### src/rtl/dds_sweep_ctrl.sv
// DDS configuration sequencer: writes a channel's phase offset, then its phase
// increment, optionally stepping the increment N times with a programmable dwell.
module dds_sweep_ctrl #(
    parameter int DW = 28,
    parameter int CW = 4,
    parameter int NW = 12,
    parameter int TW = 16
) (
    input  logic          CLK,
    input  logic          RST,
    input  logic          cmd_valid,
    output logic          cmd_ready,
    input  logic [CW-1:0] cmd_chan,
    input  logic [DW-1:0] cmd_poff,
    input  logic [DW-1:0] cmd_pinc,
    input  logic [DW-1:0] cmd_step,
    input  logic [NW-1:0] cmd_nsteps,
    input  logic [TW-1:0] cmd_dwell,
    input  logic          abort,
    output logic [DW-1:0] DATA,
    output logic          WE,
    output logic [CW:0]   A,
    output logic          busy,
    output logic          done,
    output logic [1:0]    dbg_state
);

    localparam logic [1:0] IDLE    = 2'd0;
    localparam logic [1:0] WR_POFF = 2'd1;
    localparam logic [1:0] WR_PINC = 2'd2;
    localparam logic [1:0] DWELL   = 2'd3;

    logic [1:0]    state, state_n;
    logic [CW-1:0] chan_r, chan_n;
    logic [DW-1:0] cur_pinc, pinc_n;
    logic [DW-1:0] step_r, step_n;
    logic [NW-1:0] rem_r, rem_n;
    logic [TW-1:0] dwell_r, dwell_n;
    logic [TW-1:0] cnt_r, cnt_n;
    logic          we_n;
    logic [CW:0]   a_n;
    logic [DW-1:0] data_n;
    logic          done_n;

    // Handshake: a command transfers on the rising edge where cmd_valid and
    // cmd_ready are both 1; cmd_ready is high only while idle and the source
    // may change the cmd_* fields freely once the transfer has happened.
    always_comb begin
        state_n = state;
        chan_n  = chan_r;
        pinc_n  = cur_pinc;
        step_n  = step_r;
        rem_n   = rem_r;
        dwell_n = dwell_r;
        cnt_n   = cnt_r;
        we_n    = 1'b0;
        a_n     = A;
        data_n  = DATA;
        done_n  = 1'b0;
        case (state)
            IDLE: begin
                if (cmd_valid && cmd_ready) begin
                    state_n = WR_POFF;
                    chan_n  = cmd_chan;
                    pinc_n  = cmd_pinc;
                    step_n  = cmd_step;
                    rem_n   = cmd_nsteps;
                    dwell_n = (cmd_dwell == '0) ? TW'(1) : cmd_dwell;
                    we_n    = 1'b1;
                    a_n     = {1'b1, cmd_chan};
                    data_n  = cmd_poff;
                end
            end
            WR_POFF: begin
                if (abort) begin
                    state_n = IDLE;
                end else begin
                    state_n = WR_PINC;
                    we_n    = 1'b1;
                    a_n     = {1'b0, chan_r};
                    data_n  = cur_pinc;
                end
            end
            WR_PINC: begin
                if (abort) begin
                    state_n = IDLE;
                end else if (rem_r == '0) begin
                    state_n = IDLE;
                    done_n  = 1'b1;
                end else begin
                    state_n = DWELL;
                    cnt_n   = dwell_r;
                end
            end
            DWELL: begin
                if (abort) begin
                    state_n = IDLE;
                end else if (cnt_r == TW'(1)) begin
                    // Last dwell cycle: advance the increment and present it
                    // so the write lands exactly dwell+1 cycles after the last.
                    state_n = WR_PINC;
                    pinc_n  = cur_pinc + step_r;
                    rem_n   = rem_r - NW'(1);
                    we_n    = 1'b1;
                    a_n     = {1'b0, chan_r};
                    data_n  = cur_pinc + step_r;
                end else begin
                    cnt_n = cnt_r - TW'(1);
                end
            end
            default: state_n = IDLE;
        endcase
    end

    always_ff @(posedge CLK) begin
        if (RST) begin
            state     <= IDLE;
            chan_r    <= '0;
            cur_pinc  <= '0;
            step_r    <= '0;
            rem_r     <= '0;
            dwell_r   <= '0;
            cnt_r     <= '0;
            WE        <= 1'b0;
            A         <= '0;
            DATA      <= '0;
            busy      <= 1'b0;
            done      <= 1'b0;
            cmd_ready <= 1'b0;
        end else begin
            state     <= state_n;
            chan_r    <= chan_n;
            cur_pinc  <= pinc_n;
            step_r    <= step_n;
            rem_r     <= rem_n;
            dwell_r   <= dwell_n;
            cnt_r     <= cnt_n;
            WE        <= we_n;
            A         <= a_n;
            DATA      <= data_n;
            busy      <= (state_n != IDLE);
            done      <= done_n;
            cmd_ready <= (state_n == IDLE);
        end
    end

    assign dbg_state = state;

endmodule

### config.mk
export PLATFORM = sky130hd
export DESIGN_NAME = dds_sweep_ctrl
export DESIGN_NICKNAME = d
export VERILOG_FILES = /design/src/rtl/dds_sweep_ctrl.sv
export SDC_FILE = /design/constraint.sdc
export NUM_CORES = 1
export LEC_CHECK = 0
export CORE_ASPECT_RATIO = 0.7
export CORE_MARGIN = 3
export CORE_UTILIZATION = 45
export CTS_CLUSTER_DIAMETER = 100
export CTS_CLUSTER_SIZE = 20
export DETAILED_ROUTE_END_ITERATION = 12
export GPL_ROUTABILITY_DRIVEN = 0
export PLACE_DENSITY = 0.78
export SYNTH_ARGS = -nofsm -noshare
export SYNTH_HDL_FRONTEND = slang
export SYNTH_SLANG_ARGS = --single-unit
### constraint.sdc
create_clock -name CLK -period 2.72 [get_ports CLK]
set_input_delay 0.408 -clock CLK [delete_from_list [all_inputs] [get_ports CLK]]
set_output_delay 0.408 -clock CLK [all_outputs]
set_load 0.1 [all_outputs]
======== Yosys cells after proc, flatten, opt, wreduce, memory -nomap -nowiden ========
Cells that the tools add are included.
word-level totals
  output and inout bits ................... 39
  flip-flop bits (word level) ............. 143
  logic and storage cells ................. 77
  input port bits ......................... 120
cells by class
  eq/ne operators ......................... 11
  add/subtract/negate cells ............... 3
  reductions and logical operators ........ 14
  muxes and demuxes ....................... 35
  bitwise operators ....................... 1
operators by type and width
  kind                                                   number
  2-to-1 mux 28 bit                                      5
  one-hot mux 28 bit (3 select lines)                    1
  2-to-1 mux 16 bit                                      5
  one-hot mux 28 bit (2 select lines)                    1
  2-to-1 mux 12 bit                                      3
  one-hot mux 16 bit (2 select lines)                    1
  adder 28 bit                                           1
  one-hot mux 12 bit (2 select lines)                    1
  2-to-1 mux 5 bit                                       4
  equality test 16 x 1 -> 1 bit (second input constant)  1
  zero test 16 bit                                       1
  subtractor 16 x 1 -> 16 bit (second input constant)    1
  one-hot mux 5 bit (3 select lines)                     1
  != test 2 bit (second input constant)                  7
  zero test 12 bit                                       1
  2-to-1 mux 2 bit                                       6
  subtractor 12 x 1 -> 12 bit (second input constant)    1
  AND reduction 5 bit                                    2
  one-hot mux 2 bit (4 select lines)                     1
  nonzero test 2 bit                                     3
  2-to-1 mux 1 bit                                       5
  equality test 2 bit (second input constant)            2
  zero test 2 bit                                        2
  AND reduction 4 bit                                    1
  other kinds (7)                                        7

======== Logic depth before layout (Yosys ltp) ========
Gate-level depths: netlist (run 1).
  depth in word-level cells ............... 5
  depth in mapped cells ................... 12
  depth with buffers taken out ............ 12

======== Least setup slack after synthesis (run 1) ========
OpenSTA, ideal clock, no wires.
  path type ............................... reg-to-reg
  from .................................... reg state[0], in the netlist dbg_state[0]
  to ...................................... reg cnt_r[13]
  path buffers ............................ 3
  setup slack ............................. 0.128 ns
  required time ........................... 2.583 ns
  arrival ................................. 2.455 ns
  setup time .............................. 0.137 ns
  clock period less this slack ............ 2.592 ns
  stages on the path, launching flop included .. 9
  path through ............................ dfxtp_1 clkbuf_1 inv_1 clkbuf_1 nor2_1 clkbuf_1 nand2_1 o32ai_1 a211oi_1
between the ends
  word-level cells in the longest chain between the ends .. 3
  elaborated cells between the ends (all ways) .. 9
RTL lines
  element                                                               line  source
  start, declared                                                       33    logic [1:0] state, state_n;
  start signal, assigned                                                131   state <= state_n;
  equality test 2 bit                                                   60    case (state)
  != test 2 bit (no line) / nonzero test 2 bit (equally long branches)  -
  AND reduction 5 bit (no line)                                         -
  end signal, assigned                                                  137   cnt_r <= cnt_n;
  end, declared                                                         39    logic [TW-1:0] cnt_r, cnt_n;
Parallel ways exist; a longest one is shown, timed or not.
A chain may end at the register's enable or synchronous reset.

======== Worst setup path in the final report (run 1) ========
  from .................................... reg cur_pinc[0]
  to ...................................... reg DATA[26]
between the ends
  word-level cells in the longest chain between the ends .. 4
RTL lines
  element                              line  source
  start, declared                      35    logic [DW-1:0] cur_pinc, pinc_n;
  start signal, assigned               133   cur_pinc <= pinc_n;
  adder 28 bit                         106   data_n = cur_pinc + step_r;
  2-to-1 mux 28 bit                    98    end else if (cnt_r == TW'(1)) begin
  2-to-1 mux 28 bit                    96    if (abort) begin
  one-hot mux 28 bit (3 select lines)  60
  end signal, assigned                 140   DATA <= data_n;
  end, declared                        20    output logic [DW-1:0] DATA,
No other way between the ends. The select of a mux whose other input is x is not followed.

==> results.yml, run 1 <==
setup_path:
  r2r_start: "cur_pinc[0]"
  path_max_fanout: 6
  crit_path_end_kind: "register"
  r2r_slack_ns: -0.01
  worstReg2RegEnd: "DATA[26]"
  startpoint_type: "register"
  reg2regPathDepth: 12
  critPathRequiredTime_ns: 3.07
  crit_arrival_ns: 3.09
  critical_path_class: "register to register"
synthesis:
  netlist_area_sq_mm: 0.00805
  synth_most_common_cell: "nand2_1"
  ys_seq_elements: 143
  synth_flop_cell: "dfxtp_1"
  synth_edf_count: 0
  yosysUniqueCellTypes: 72
  synth.avg_cell_area_sq_um: 7.59
  synth_area_leaders: "dfxtp_1 36%, nand2_1 8.8%, a21oi_1 7.9%, nor2_1 5.6%, ha_1 4.7%"
  yosysWarnings: 0
  synth_common_cells: "188 x nand2_1, 143 x dfxtp_1, 127 x a21oi_1, 120 x nor2_1, 60 x clkbuf_1"
  ys_seq_area_frac: 0.356
  synthArstFlopShare: 0
  yosysTopAreaCell: "dfxtp_1"
  syn-instance-count: 1061
  synth_top_cell_area_share: 0.356
  synth_nets: 1212
detailed_routing:
  dr.pass1.iters: 5
  ant_nets: 0
  avgViaCountPerCell: 5.82
  vias: 8399
  drt_iter0_drc: 870
  wl_per_cell_um: 18.0
  wirelength_mm: 26.0
  drc_errors: 0
final_layout:
  fin_util: 0.611
  syn_to_final_growth_pct: 31.7
  diodes: 0
  drive_above_1_share: 0.147
  finalNetCount: 1349
  n_fill_cell: 1544
  layoutNonFillerInstCount: 1442
timing:
  layout_setup_ws_ns: -0.0148
  setup_violations: 2
  hold_viol_final: 0
  post-route-period-util: 1.01
  fmax_ghz: 0.366
  relSlewSlack: 0.194
  min_period_ns: 2.73
  rsz0062_at_grt: "true"
  clock_skew_ns: 0.00805
  final_max_slew_viol_count: 0
  worst_slew_pin_slew_ns: 1.21
  fin_setup_tns_ns: -0.0259
pwr:
  clockPowerShare: 0.382
  ir_worst_vdd_mv: 0.461
  intPower_mw: 4.02
  p_sw_frac: 0.332
  seq_power_share: 0.386
  p_total_mw: 6.02
  comb_power_share: 0.232
  powerDensity_mw_per_mm2: 567
  switchingPower_mw: 1.99
  p_leak_nw: 4.00
placement:
  io_buffers: 158
  pre_cts_slack_ns: -0.0775
  dp_hpwl_mm: 18.0
  placed_cells: 1407
die:
  dieArea_sq_mm: 0.0196
  core_area_sq_mm: 0.0174
  core.rowCount: 40
  die_h_um: 118
  die_w_um: 166
  ios: 159
  start_util: 0.464
cts:
  cts.clk_slew.worst_paths_ns: 0.06
  cts-htree-levels: 4
  numCtsBuffers: 17
  root_buffer: "clkbuf_16"
  clock_tree.buffer_depth: 2
  cts_tree: "done"
  clock_sinks: 143
  clk_latency_ns: 0.43
global_routing:
  antenna_found_initial: 1
  grt_pass1_vias: 7775
  grt_use_total: 0.253
  grt_max_degree: 53
  grt_pass1_wl_mm: 40.4
  gr-total-overflow: 0
run_status:
  status: "complete, but fails checks"
  violations: "negative setup slack"
run:
  max-cap-violations: 0
worst_hold_path:
  hp-class: "input pin to register"
  hold_path_end: "DATA[27]"
  min-delay-start: "RST"
  min_path_cells: 2
[sequential cells by signal, indices dropped and copies added (netlist names)]
signal,cells
A,5
cmd_ready,1
dwell_r,16
done,1
cnt_r,16
rem_r,12
chan_r,4
busy,1
step_r,28
DATA,28
dbg_state,2
WE,1
cur_pinc,28
[critical path: stages (launching register included)]
cell	delay, ns
dfxtp_2	0.35
ha_4	0.14
inv_2	0.03
fa_2	0.34
and2b_1	0.24
o2111ai_2	0.13
a21o_1	0.25
a211oi_4	0.29
a21oi_4	0.16
a211oi_2	0.26
xnor2_1	0.18
a211oi_2	0.10
nor3_1	0.18
[cell usage in the layout, fill, tap and decap left out, drive strengths merged, types with 5 or more instances in the layout]
master / n
clkbuf: 17
a21oi: 130
and2: 6
and3: 10
buf: 77
ha: 30
clkdlybuf4s50: 118
a211o: 6
mux2i: 19
or3: 5
o31ai: 6
nor3: 24
nand4: 6
xor2: 7
inv: 25
xnor2: 15
o21ai: 53
a311oi: 17
a22oi: 9
nor4: 13
a21o: 12
nand2b: 5
nor2b: 7
nor2: 121
o211ai: 6
a211oi: 46
dfxtp: 143
a221oi: 6
o22ai: 6
o21a: 8
nand2: 189
nand3: 15
[power by group through the flow]
stage                     registers (mW)  logic [mW]  clock network (mW)
after global routing                2.34        1.49                2.43
after floorplan                     2.65       0.592                   0
after detailed placement            2.36        1.34                   0
final                               2.32        1.39                2.30
after CTS                           2.32        1.35                2.32
after global placement              2.36        1.31                   0
[stage by stage]
step	hold WS, ns	area (sq um)
final	0.433	10600
after floorplan	0.433	8050
after global routing	0.449	10600
after detailed placement	0.446	9770
after CTS	0.420	10400
after global placement	0.439	9770
[metal layers]
| layer | share of wire | vias up | track usage |
|---|---|---|---|
| met5 | 0.00077 | - | 0 |
| met4 | 0.018 | 2 | 0.0732 |
| met3 | 0.096 | 42 | 0.0769 |
| met2 | 0.42 | 355 | 0.374 |
| met1 | 0.46 | 3945 | 0.355 |
| li1 | - | 4055 | - |
[final cells by class]
class                      count  area, sq um  area share
clock buffer                  17          425      0.0401
clock inverter                15          150      0.0142
inverter                      18         67.6     0.00637
multi-input combinational    823         5020       0.473
sequential                   143         2870       0.270
tap                          231          289      0.0273
timing repair buffer         195         1790       0.169
[how the worst max path moves through the flow]
stage,start,depth (start not counted),slack [ns],end
2_1_floorplan,dbg_state[0],8,0.13,cnt_r[13]
3_3_place_gp,cur_pinc[0],12,-0.00008,DATA[22]
3_5_place_dp,step_r[0],12,-0.08,cur_pinc[18]
4_1_cts,cur_pinc[0],12,0.009,DATA[26]
5_1_grt,cur_pinc[7],10,-0.13,DATA[22]
6_report,cur_pinc[0],12,-0.01,DATA[26]
[kinds of logic after synthesis]
group | synth area share
AO/OA/AOI/OAI | 0.263
XOR/XNOR | 0.0239
adder cells (fa/ha/maj) | 0.0491
buffers and inverters | 0.0525
flip-flops | 0.356
multiplexers | 0.0236
AND/OR/NAND/NOR | 0.232
[timing repair]
item | in CTS | in global routing
setup endpoints to repair | 10 | 22
pin swaps | 7 | 19
resized for setup | 9 | 43
setup buffers | 0 | 3
hold buffers | 0 | 0
(Power assumes the default switching activity.)
==> inputs of run 2 (changes only) <==
==> config.mk (replaced) <==
export PLATFORM = sky130hd
export DESIGN_NAME = dds_sweep_ctrl
export DESIGN_NICKNAME = d
export VERILOG_FILES = /design/src/rtl/dds_sweep_ctrl.sv
export SDC_FILE = /design/constraint.sdc
export NUM_CORES = 1
export LEC_CHECK = 0
export CORE_ASPECT_RATIO = 1.25
export CORE_MARGIN = 3
export CORE_UTILIZATION = 40
export CTS_CLUSTER_DIAMETER = 100
export CTS_CLUSTER_SIZE = 20
export DETAILED_ROUTE_END_ITERATION = 12
export GPL_ROUTABILITY_DRIVEN = 0
export PLACE_DENSITY = 0.71
export SYNTH_ARGS = -nofsm -noshare
export SYNTH_HDL_FRONTEND = slang
export SYNTH_SLANG_ARGS = --single-unit
==> run 2 against run 1 <==
  * The run still ends with negative setup slack left
  * Register-to-register slack got worse by 0.02 ns
  * Final cell count rose by 2.5%
  * Worst hold slack improved by 0.014 ns
  * Global-route usage fell by 2.3 points
  * Count of clock-buffer cells in the layout rose by 1
  * Critical path depth did not move
  * Clock power rose by 12%
  * Core utilization fell by 6.6 points
  * First-iteration DRC count fell by 32%
==> results.yml, run 2 (synthesis results as in run 1) <==
global_routing:
  gr-total-overflow: 0
  grt_pass1_vias: 7956
  antenna_found_initial: 1
  grt_use_total: 0.230
  grt_pass1_wl_mm: 40.6
  grt_max_degree: 51
cts:
  clock_tree.buffer_depth: 2
  cts_tree: "done"
  root_buffer: "clkbuf_16"
  cts.clk_slew.worst_paths_ns: 0.06
  clk_latency_ns: 0.43
  cts-htree-levels: 4
  clock_sinks: 143
  numCtsBuffers: 17
timing:
  setup_violations: 2
  final_max_slew_viol_count: 0
  rsz0062_at_grt: "true"
  post-route-period-util: 1.01
  worst_slew_pin_slew_ns: 0.689
  fin_setup_tns_ns: -0.0516
  layout_setup_ws_ns: -0.0312
  whs_ns: 0.447
  min_period_ns: 2.75
  fmax_ghz: 0.363
  clock_skew_ns: 0.0137
  hold_viol_final: 0
  relSlewSlack: 0.540
setup_path:
  slowest_stage: "dfxtp_2"
  startpoint_type: "register"
  critical_path.top_delay_family: "compound AO/OA/AOI/OAI gates"
  critPathRequiredTime_ns: 3.01
  cpPeakStageDelay_ns: 0.35
  critical_path_class: "register to register"
  path_max_fanout: 6
  crit_path_end_kind: "register"
  crit_path_cell_trace: "ha_4 > inv_2 > fa_2 > and2b_1 > o2111ai_2 > a21o_1 > a211oi_4 > a21oi_4 > a211oi_2 > xnor2_1 > a211oi_1 > nor3_1"
  critPathBufInv: 1
  crit_arrival_ns: 3.04
detailed_routing:
  drt_iter0_drc: 593
  wirelength_mm: 25.4
  avgViaCountPerCell: 5.56
  wl_per_cell_um: 17.2
  ant_nets: 0
  dr.pass1.iters: 7
  drc_errors: 0
  vias: 8225
final_layout:
  layout_commonest_cell: "nand2_1"
  fin_util: 0.545
  final_cell_mix: "187 x nand2_1, 139 x dfxtp_1, 124 x a21oi_1"
  finalNetCount: 1351
  syn_to_final_growth_pct: 32.8
  drive_above_1_share: 0.139
  largestRegisters: "DATA x28, cur_pinc x28, step_r x28"
  n_fill_cell: 1839
placement:
  dp_hpwl_mm: 17.9
  pre_cts_slack_ns: -0.0924
  io_buffers: 158
run:
  max-cap-violations: 0
pwr:
  p_leak_nw: 4.02
  powerDensity_mw_per_mm2: 585
  ir_worst_vdd_mv: 0.415
die:
  die_h_um: 165
  dieArea_sq_mm: 0.0219
  core.rowCount: 57
  start_util: 0.411
  core_area_sq_mm: 0.0196
  ios: 159
  die_w_um: 133
run_status:
  violations: "negative setup slack"
  status: "complete, but fails checks"
worst_hold_path:
  hp-class: "input pin to register"
[run 2: changes by cell type in the layout (fill, tap and decap cells not counted), moves of 2 or more]
cell        previous run  this run
a211oi_1              36        38
a21oi_2                3         5
buf_12                 2         5
bufinv_16              1         5
clkinvlp_4             3         5
ha_1                  23        27
ha_2                   5         2
inv_6                  5         1
inv_8                  2         0
o21ai_0               45        47
o21ai_1                3         1
[run 2: worst register-to-register path, stage by stage (launching register included)]
cell	delay [ns]
dfxtp_2	0.35
ha_4	0.14
inv_2	0.04
fa_2	0.35
and2b_1	0.24
o2111ai_2	0.13
a21o_1	0.25
a211oi_4	0.31
a21oi_4	0.16
a211oi_2	0.24
xnor2_1	0.12
a211oi_1	0.23
nor3_1	0.07
[run 2: per-stage QoR]
step                power (mW)  cells  area (sq um)
floorplan                 3.24   1061          8050
global placement          3.68   1443          9860
detailed placement        3.70   1443          9860
CTS                       6.28   1475         10600
global route              6.50   1478         10700
finish                    6.26   1478         10700
[run 2: final timing paths]
path,startpoint,endpoint,slack (ns),cells after the start
worst min-delay path,RST,cnt_r[12],0.45,2
worst max-delay path,step_r[0],DATA[26],-0.03,12
worst max register to register,step_r[0],DATA[26],-0.03,12
worst min register to register,dwell_r[11],dwell_r[11],0.46,2
[run 2: final cells by class]
class / count / area, sq um / share of cell area
Inverter: 18 / 67.6 / 0.00632
Tap cell: 265 / 332 / 0.0310
Clock inverter: 13 / 214 / 0.0200
Timing Repair Buffer: 197 / 1840 / 0.172
Sequential cell: 143 / 2870 / 0.268
Clock buffer: 18 / 429 / 0.0401
Multi-Input combinational cell: 823 / 4940 / 0.462
Antenna cell: 1 / 2.50 / 0.000234
[run 2: repair_timing]
item,CTS,global route
buffers inserted,1,2
setup endpoints to repair,11,24
pin swaps,10,21
resized for setup,11,27
hold endpoints to repair,0,0
hold buffers,0,0
[run 2: routing by layer]
layer	vias to the layer above	track usage	share of wire
met5	-	0	0
met4	0	0.0950	0.027
met3	45	0.0393	0.051
met2	247	0.394	0.50
met1	3870	0.287	0.43
li1	4063	-	-
[run 2: power by group]
part	switching [mW]	total, mW	internal [mW]	leakage [nW]
combinational	0.863	1.37	0.503	2.56
clock	0.945	2.57	1.63	0.295
sequential	0.0963	2.32	2.22	1.17
total	1.90	6.26	4.35	4.02
